**src/rtl/uart_frame_loader_if.sv**
```systemverilog
// Pixel write port and frame status of the UART frame loader.
interface uart_frame_loader_if #(
  parameter int ADDR_WIDTH = 14,
  parameter int DATA_WIDTH = 8
);
  logic                  wr_en;
  logic [ADDR_WIDTH-1:0] wr_addr;
  logic [DATA_WIDTH-1:0] wr_data;
  logic                  busy;
  logic                  frame_done;
  logic                  frame_err;

  modport master (
    output wr_en, wr_addr, wr_data,
    output busy, frame_done, frame_err
  );
  modport slave (
    input wr_en, wr_addr, wr_data,
    input busy, frame_done, frame_err
  );
endinterface

```
**src/rtl/uart_frame_loader.sv**
```systemverilog
// 8N1 UART receiver feeding a frame loader that writes pixels
// into a frame buffer, with optional sync header and timeout.
module uart_frame_loader #(
  parameter int         CLK_FREQ     = 12000000,
  parameter int         BAUD         = 115200,
  parameter int         H_PIXELS     = 100,
  parameter int         V_PIXELS     = 100,
  parameter int         ADDR_WIDTH   = 14,
  parameter int         DATA_WIDTH   = 8,
  parameter int         HEADER_EN    = 1,
  parameter logic [7:0] SYNC_BYTE    = 8'hA5,
  parameter int         TIMEOUT_BITS = 32
) (
  input  logic clk_in,
  input  logic reset,
  input  logic rx,
  uart_frame_loader_if.master wr
);
  localparam int BIT_TICKS  = CLK_FREQ / BAUD;
  localparam int HALF_TICKS = BIT_TICKS / 2;
  localparam int PIXELS     = H_PIXELS * V_PIXELS;
  localparam int TO_TICKS   = TIMEOUT_BITS * BIT_TICKS;
  localparam int TW         = $clog2(BIT_TICKS + 1);
  localparam int OW         = $clog2(TO_TICKS + 1);

  localparam logic [TW-1:0] BIT_LAST  = TW'(BIT_TICKS - 1);
  localparam logic [TW-1:0] HALF_LAST = TW'(HALF_TICKS - 1);
  localparam logic [OW-1:0] TO_LAST   = OW'(TO_TICKS - 1);
  localparam logic [ADDR_WIDTH-1:0] PIX_LAST = ADDR_WIDTH'(PIXELS - 1);

  localparam logic [1:0] RX_IDLE  = 2'd0;
  localparam logic [1:0] RX_START = 2'd1;
  localparam logic [1:0] RX_DATA  = 2'd2;
  localparam logic [1:0] RX_STOP  = 2'd3;

  localparam logic [1:0] L_IDLE = 2'd0;
  localparam logic [1:0] L_RECV = 2'd1;
  localparam logic [1:0] L_DONE = 2'd2;

  logic rx_meta, rx_sync, rx_prev;

  logic [1:0]    rx_state;
  logic [TW-1:0] tick;
  logic [2:0]    bit_idx;
  logic [7:0]    shreg;
  logic          byte_vld;
  logic          byte_err;

  logic [1:0]            ld_state;
  logic [ADDR_WIDTH-1:0] pix_cnt;
  logic [OW-1:0]         timer;
  logic                  do_write;
  logic                  last_pix;

  always_ff @(posedge clk_in or negedge reset) begin
    if (!reset) begin
      rx_meta <= 1'b1;
      rx_sync <= 1'b1;
      rx_prev <= 1'b1;
    end else begin
      rx_meta <= rx;
      rx_sync <= rx_meta;
      rx_prev <= rx_sync;
    end
  end

  always_ff @(posedge clk_in or negedge reset) begin
    if (!reset) begin
      rx_state <= RX_IDLE;
      tick     <= '0;
      bit_idx  <= '0;
      shreg    <= '0;
      byte_vld <= 1'b0;
      byte_err <= 1'b0;
    end else begin
      byte_vld <= 1'b0;
      byte_err <= 1'b0;
      case (rx_state)
        RX_IDLE: begin
          tick    <= '0;
          bit_idx <= '0;
          if (rx_prev && !rx_sync) rx_state <= RX_START;
        end
        RX_START: begin
          if (tick == HALF_LAST) begin
            tick     <= '0;
            rx_state <= rx_sync ? RX_IDLE : RX_DATA;
          end else begin
            tick <= tick + TW'(1);
          end
        end
        RX_DATA: begin
          if (tick == BIT_LAST) begin
            tick    <= '0;
            shreg   <= {rx_sync, shreg[7:1]};
            bit_idx <= bit_idx + 3'd1;
            if (bit_idx == 3'd7) rx_state <= RX_STOP;
          end else begin
            tick <= tick + TW'(1);
          end
        end
        RX_STOP: begin
          if (tick == BIT_LAST) begin
            tick     <= '0;
            rx_state <= RX_IDLE;
            byte_vld <= rx_sync;
            byte_err <= !rx_sync;
          end else begin
            tick <= tick + TW'(1);
          end
        end
        default: rx_state <= RX_IDLE;
      endcase
    end
  end

  // Raw streams write the very first byte straight from idle.
  assign do_write = byte_vld &&
    (ld_state == L_RECV || (ld_state == L_IDLE && HEADER_EN == 0));
  assign last_pix = (pix_cnt == PIX_LAST);
  assign wr.busy  = (ld_state != L_IDLE);

  always_ff @(posedge clk_in or negedge reset) begin
    if (!reset) begin
      ld_state      <= L_IDLE;
      pix_cnt       <= '0;
      timer         <= '0;
      wr.wr_en      <= 1'b0;
      wr.wr_addr    <= '0;
      wr.wr_data    <= '0;
      wr.frame_done <= 1'b0;
      wr.frame_err  <= 1'b0;
    end else begin
      wr.wr_en      <= do_write;
      wr.frame_done <= 1'b0;
      wr.frame_err  <= byte_err;
      if (do_write) begin
        wr.wr_addr <= pix_cnt;
        wr.wr_data <= shreg[DATA_WIDTH-1:0];
      end
      case (ld_state)
        L_IDLE: begin
          timer <= '0;
          if (do_write) begin
            ld_state <= last_pix ? L_DONE : L_RECV;
            pix_cnt  <= last_pix ? '0 : pix_cnt + ADDR_WIDTH'(1);
          end else if (byte_vld && shreg == SYNC_BYTE) begin
            ld_state <= L_RECV;
            pix_cnt  <= '0;
          end
        end
        L_RECV: begin
          if (byte_err) begin
            ld_state <= L_IDLE;
            pix_cnt  <= '0;
            timer    <= '0;
          end else if (do_write) begin
            timer    <= '0;
            ld_state <= last_pix ? L_DONE : L_RECV;
            pix_cnt  <= last_pix ? '0 : pix_cnt + ADDR_WIDTH'(1);
          end else if (timer == TO_LAST) begin
            wr.frame_err <= 1'b1;
            ld_state     <= L_IDLE;
            pix_cnt      <= '0;
            timer        <= '0;
          end else begin
            timer <= timer + OW'(1);
          end
        end
        L_DONE: begin
          wr.frame_done <= 1'b1;
          ld_state      <= L_IDLE;
          pix_cnt       <= '0;
          timer         <= '0;
        end
        default: ld_state <= L_IDLE;
      endcase
    end
  end
endmodule

```
**src/flat_wrapper.sv**
```systemverilog
// flat-port wrapper written by rule: the top's interface ports become plain ports
module uart_frame_loader_flat 
#(
  parameter int         CLK_FREQ     = 12000000,
  parameter int         BAUD         = 115200,
  parameter int         H_PIXELS     = 100,
  parameter int         V_PIXELS     = 100,
  parameter int         ADDR_WIDTH   = 14,
  parameter int         DATA_WIDTH   = 8,
  parameter int         HEADER_EN    = 1,
  parameter logic [7:0] SYNC_BYTE    = 8'hA5,
  parameter int         TIMEOUT_BITS = 32
)
  (clk_in, reset, rx, wr_wr_en, wr_wr_addr, wr_wr_data, wr_busy, wr_frame_done, wr_frame_err);
  uart_frame_loader_if #(.ADDR_WIDTH(ADDR_WIDTH), .DATA_WIDTH(DATA_WIDTH)) wr_i ();
  input  logic clk_in;
  input  logic reset;
  input  logic rx;
  output wire logic [$bits(wr_i.wr_en)-1:0] wr_wr_en;
  output wire logic [$bits(wr_i.wr_addr)-1:0] wr_wr_addr;
  output wire logic [$bits(wr_i.wr_data)-1:0] wr_wr_data;
  output wire logic [$bits(wr_i.busy)-1:0] wr_busy;
  output wire logic [$bits(wr_i.frame_done)-1:0] wr_frame_done;
  output wire logic [$bits(wr_i.frame_err)-1:0] wr_frame_err;
  assign wr_wr_en = wr_i.wr_en;
  assign wr_wr_addr = wr_i.wr_addr;
  assign wr_wr_data = wr_i.wr_data;
  assign wr_busy = wr_i.busy;
  assign wr_frame_done = wr_i.frame_done;
  assign wr_frame_err = wr_i.frame_err;
  uart_frame_loader #(.CLK_FREQ(CLK_FREQ), .BAUD(BAUD), .H_PIXELS(H_PIXELS), .V_PIXELS(V_PIXELS), .ADDR_WIDTH(ADDR_WIDTH), .DATA_WIDTH(DATA_WIDTH), .HEADER_EN(HEADER_EN), .SYNC_BYTE(SYNC_BYTE), .TIMEOUT_BITS(TIMEOUT_BITS)) u_core (.clk_in(clk_in), .reset(reset), .rx(rx), .wr(wr_i));
endmodule
```
**config.mk**
```make
export PLATFORM = sky130hd
export DESIGN_NAME = uart_frame_loader_flat
export DESIGN_NICKNAME = d
export VERILOG_FILES = /design/src/rtl/uart_frame_loader_if.sv /design/src/rtl/uart_frame_loader.sv /design/src/flat_wrapper.sv
export SDC_FILE = /design/constraint.sdc
export NUM_CORES = 1
export LEC_CHECK = 0
export CORE_UTILIZATION = 37
export CTS_CLUSTER_SIZE = 20
export DETAILED_ROUTE_END_ITERATION = 8
export PLACE_DENSITY_LB_ADDON = 0.12
export SYNTH_ARGS = -nofsm -noshare
export SYNTH_HDL_FRONTEND = slang
export SYNTH_SLANG_ARGS = --single-unit
```
**constraint.sdc**
```tcl
create_clock -name clk_in -period 3 [get_ports clk_in]
set_clock_uncertainty 0.2 [all_clocks]
set_input_delay 0.6 -clock clk_in [delete_from_list [all_inputs] [get_ports clk_in]]
set_output_delay 0.6 -clock clk_in [all_outputs]
set_load 0.01 [all_outputs]
```
==> results of run 1 <==
[power by group through the flow]
stage	combinational [mW]	clock (mW)	sequential (mW)
6_report	0.0371	0.763	1.06
5_1_grt	0.0436	0.832	1.06
4_1_cts	0.0395	0.794	1.06
3_5_place_dp	0.0394	0	1.08
3_3_place_gp	0.0399	0	1.08
2_1_floorplan	0.00961	0	1.08
[cells in the final DEF, fill, tap and decap left out, types with 12 or more instances in the layout]
master / n
mux2_2: 28
nor2_1: 20
dfrtp_1: 75
nand3_1: 13
inv_1: 12
clkdlybuf4s50_1: 27
mux2i_1: 12
nand2_1: 18
o21ai_0: 13
o2bb2ai_1: 13
[area by class of cell]
| class | count | share of cell area (%) |
|---|---|---|
| Multi-Input combinational cell | 218 | 37.5 |
| Clock inverter | 4 | 1.10 |
| Timing Repair Buffer | 34 | 7.79 |
| Inverter | 13 | 1.13 |
| Sequential cell | 78 | 45.4 |
| Clock buffer | 12 | 3.14 |
| Tap cell | 133 | 3.87 |
[cells by family after synthesis]
family	Yosys count	share of synthesized area (%)
compound gates	62	12.3
xor+xnor	6	1.43
fa+ha+maj	10	3.40
buf+inv	23	2.79
flops	78	53.2
mux	42	12.5
simple gates	98	14.4
[registers in the layout (all words and copies together) (netlist names), 2 cells and up, named ones only]
register,count
u_core.tick,7
u_core.pix_cnt,14
u_core.shreg,8
u_core.wr.wr_data,8
u_core.wr.wr_addr,14
u_core.ld_state,2
u_core.bit_idx,3
u_core.timer,12
[worst min path at each step]
stage / depth (start not counted) / end / slack, ps
finish: 2 / u_core.timer[11]$_DFFE_PN0P_ / 40
global route: 2 / u_core.timer[11]$_DFFE_PN0P_ / 80
CTS: 2 / u_core.pix_cnt[13]$_DFFE_PN0P_ / 90
detailed placement: 0 / u_core.rx_sync$_DFF_PN1_ / 150
global placement: 0 / u_core.rx_sync$_DFF_PN1_ / 150
floorplan: 0 / async pin / 100
[per-layer routing]
metal | vias up | routed length (um)
met5 | - | 0
met4 | 0 | 111
met3 | 12 | 198
met2 | 43 | 3170
met1 | 1264 | 3880
li1 | 1255 | -
[critical path, delay by kind of cell (launching register included)]
| family | cells | cell delay, ps |
|---|---|---|
| buf+inv | 3 | 770 |
| flops | 1 | 440 |
| fa+ha+maj | 1 | 240 |
==> metrics.yaml, run 1 <==
grtUsageMet1_pct: 23.5
post-place-ws_ps: 747
top_usage_layer: "met1"
max_slew_margin_pct: 62.2
clockBufferDepth: 2
r2r-end: "u_core.shreg[1]$_DFFE_PN0P_"
ys_seq_area_share_pct: 53.2
fin_crit_sh_pct: 86.3
avgViaCountPerCell: 5.23
end_kind: "output port"
ctsResizeCount: 0
pwr-share-clk_pct: 41.0
ff2ff_path_depth: 5
post-place-cells: 476
use_met3_pct: 2.90
hold_slack_ps: 42.0
synth.most_common_cell: "dfrtp_1"
antenna_found_initial: 0
layout-drive-gt1-share_pct: 15.3
syn_avg_cell_area_um2: 11.5
status: "complete, no violations"
cts_tree: "yes"
arrival_ps: 1790
yosys.area.top_type: "dfrtp_1"
ctsHoldBuffers: 0
ir_drop_mv: 0.190
cp_slowest_cell: "clkdlybuf4s50_1"
maxCapViolCount: 0
synth-main-ff-cell: "dfrtp_1"
coreArea_um2: 9680
clk_latency_ps: 340
seq_power_share_pct: 57.1
htreeDepth: 3
syn_inst: 319
hold_class: "input port to async pin"
p_sw_share_pct: 22.2
crit_path_end: "wr_busy"
dr.pass1.iters: 4
p_int_mw: 1.45
cts_made_buffers: 9
overflow: 0
fin_ws_ps: 411
yosys-top-cells-count: "75 x dfrtp_1, 28 x mux2_2, 20 x nor2_1"
crit_fanout: 5
crit_top_cell: "inv_1"
hpwl_um: 4720
multi_input_area_um2: 1620
clockRootBuffer: "clkbuf_8"
finalSetupViolations: 0
synth_warnings: 0
crit_start: "u_core.ld_state[0]$_DFFE_PN0P_"
portBuffers: 28
routed-via-count: 2574
p_per_area_nw_per_um2: 433
design_area_um2: 4310
cts_setup_buffers: 0
dpl_cell_area_um2: 4120
grt_first_pass_wirelength_um: 12700
die_h_um: 102
worst-setup-path-type: "register to output port"
max_freq_mhz: 386
cts.clk_slew.worst_paths_ps: 80
yosys-top-cells-area: "dfrtp_1 51%, mux2_2 8.6%, ha_1 3.4%, mux2i_1 3.3%, o2bb2ai_1 3.1%"
async_reset_ff_share_pct: 100
r2r-start: "u_core.tick[0]$_DFF_PN0_"
power.leakage_nw: 1.82
power.share.combinational_pct: 2.0
ios: 29
drc_errors: 0
ant_nets: 0
dieArea_um2: 10300
ys_types: 48
routed_wl_um: 7350
diodes: 0
wire_per_inst_um: 14.9
rows: 36
rsz0062_at_grt: "no"
synth_nets: 332
startpoint_type: "register"
synth_top_area_share_pct: 51.1
rrSetupSlack_ps: 750
cts.sinks: 78
slew_violations: 0
area_growth_pct: 17.2
synth_edf_count: 0
num-fill-cells: 912
seq_area_um2: 1960
initial_utilization_pct: 37.9
first_global_vias: 2499
period_minus_slack_ps: 2590
finalNonFillerCells: 492
fin_setup_tns_ps: 0
utilization_pct: 44.5
path_cells: "inv_1, ha_1, inv_1, clkdlybuf4s50_1"
syn_area_um2: 3670
grt_start_max_net_pins: 79
critical-path-max-stage-delay_ps: 550
power.switching_mw: 0.414
hold_viol: 0
place.gp.congestion: 0.757
dieWidth_um: 102
fin_nets: 367
crit_required_ps: 2200
dr.first_iter.drc_count: 98
grt_use_met2_pct: 23.1
report.power.total_mw: 1.86
tightest_slew_ps: 567
yosys_register_bits: 78
grt_use_total_pct: 15.9
Note: power is estimated with default switching activity, not from simulation.
==> run 2: changes to the inputs <==
Settings changed: DONT_BUFFER_PORTS from default to 1, PLACE_DENSITY_LB_ADDON 0.12 to default, REMOVE_ABC_BUFFERS from default to 1.
==> run 2 against run 1 <==
  * Total power fell by 3.1%
  * Final cell count fell by 5.5%
  * Clock power fell by 7.7%
  * Register-to-register slack improved by 20 ps
  * Die area did not move
  * Sequential share of layout area rose by 3.0 points
  * Via count fell by 3.3%
  * Largest power group unchanged
==> metrics.yaml, run 2 (same netlist as run 1, synthesis figures left out) <==
ant_nets: 0
crit_required_ps: 3040
utilization_pct: 41.7
overflow: 0
status: "complete, no violations"
mostFrequentLayoutCells: "75 x dfrtp_1, 28 x mux2_2, 20 x nor2_1"
rsz0062_at_grt: "no"
dr.pass1.iters: 4
ios: 29
wire_per_inst_um: 14.8
portBuffers: 0
maxCapViolCount: 0
coreArea_um2: 9680
post-place-cells: 446
r2r-end: "u_core.shreg[5]$_DFFE_PN0P_"
drc_errors: 0
cts.clk_slew.worst_paths_ps: 80
ctsResizeCount: 0
met3_length_um: 280
fin_setup_tns_ps: 0
p_per_area_nw_per_um2: 447
cp_slowest_cell: "or3_1"
cts.sinks: 78
grt_start_max_net_pins: 79
place.gp.congestion: 0.792
rrSetupSlack_ps: 770
cp.depth: 5
power.leakage_nw: 1.72
worst-setup-path-type: "register to register"
routed_wl_um: 6890
max_freq_mhz: 448
fin_crit_sh_pct: 74.4
post-place-ws_ps: 777
cts_setup_buffers: 0
top_layer: "met4"
crit_start: "u_core.tick[0]$_DFF_PN0_"
grt_use_total_pct: 14.7
startpoint_type: "register"
area_growth_pct: 9.91
crit_fanout: 8
layout-drive-gt1-share_pct: 16.6
top_regs: "u_core.pix_cnt x14, u_core.wr.wr_addr x14, u_core.timer x12"
fin_ws_ps: 768
ir_drop_mv: 0.261
antenna_found_initial: 0
clockBufferDepth: 2
max_slew_margin_pct: 62.4
period_minus_slack_ps: 2230
slew_violations: 0
ff2ff_path_depth: 5
routed-wl-met2_um: 3280
hold_slack_ps: 167
first_global_vias: 2421
diodes: 0
dieArea_um2: 10300
avgViaCountPerCell: 5.35
finalNonFillerCells: 465
critical-path-max-stage-delay_ps: 440
end_kind: "register"
hold_viol: 0
hpwl_um: 4570
grt_first_pass_wirelength_um: 11700
clk_latency_ps: 350
critPathBufInv: 0
clockRootBuffer: "clkbuf_8"
tightest_slew_ps: 560
report.power.total_mw: 1.81
die_h_um: 102
path_cells: "ha_1, nand2_1, or3_1, nor3_4, mux2_2"
crit_path_end: "u_core.shreg[5]$_DFFE_PN0P_"
num-fill-cells: 936
cts_made_buffers: 9
hold_class: "register to register"
dr.first_iter.drc_count: 158
finalSetupViolations: 0
r2r-start: "u_core.tick[0]$_DFF_PN0_"
fin_nets: 340
ctsHoldBuffers: 2
dpl_cell_area_um2: 3820
rows: 36
htreeDepth: 3
routed-via-count: 2490
design_area_um2: 4040
cts_tree: "yes"
dieWidth_um: 102
cp_top_family: "simple AND/OR/NAND/NOR gates"
final_common_cell: "dfrtp_1"
wl_met1_um: 3260
arrival_ps: 2270
initial_utilization_pct: 37.9
==> run 2: cell count changes in the layout (fill, tap and decap cells not counted), sizes merged <==
cell           delta
clkdlybuf4s50    -27
inv               +1
buf               -2
dlygate4sd3       +2
bufinv            -1
clkbuf            -2
clkinvlp          +1
clkinv            +1
==> run 2: worst register-to-register path: stages (launching register included) <==
cell,delay [ps]
dfrtp_1,380
ha_1,230
nand2_1,120
or3_1,440
nor3_4,370
mux2_2,390
==> run 2: how the worst min path moves through the flow <==
stage | startpoint | endpoint | slack [ps] | cells past startpoint
final | u_core.rx_meta$_DFF_PN1_ | u_core.rx_sync$_DFF_PN1_ | 170 | 0
after global routing | u_core.rx_meta$_DFF_PN1_ | u_core.rx_sync$_DFF_PN1_ | 170 | 0
after CTS | rx | u_core.rx_meta$_DFF_PN1_ | 7 | 0
after detailed placement | reset | u_core.wr.wr_addr[13]$_DFFE_PN0P_ | 110 | 0
after global placement | reset | u_core.wr.wr_addr[13]$_DFFE_PN0P_ | 110 | 0
after floorplan | reset | async pin | 100 | 0
==> run 2: cell type report <==
cell class / instances / area [um^2] / area share [%]
Clock buffer: 10 / 128 / 3.16
Clock inverter: 6 / 46.3 / 1.15
Inverter: 13 / 48.8 / 1.21
Multi-Input combinational cell: 218 / 1620 / 40.0
Sequential cell: 78 / 1960 / 48.4
Tap cell: 133 / 166 / 4.12
Timing Repair Buffer: 7 / 77.6 / 1.92
==> run 2: routing by layer <==
metal / vias up / global-route usage [%]
li1: 1197 / -
met1: 1247 / 18.5
met3: 8 / 5.31
met4: 0 / 5.13
met2: 38 / 23.3
met5: - / 0
==> run 2: report_power, final <==
group          leakage (nW)  switching [mW]  internal, mW  total [mW]
clock network        0.0829           0.400         0.305       0.704
registers              1.08         0.00631          1.06        1.06
logic                 0.559          0.0278        0.0103      0.0381
total                  1.72           0.434          1.37        1.81
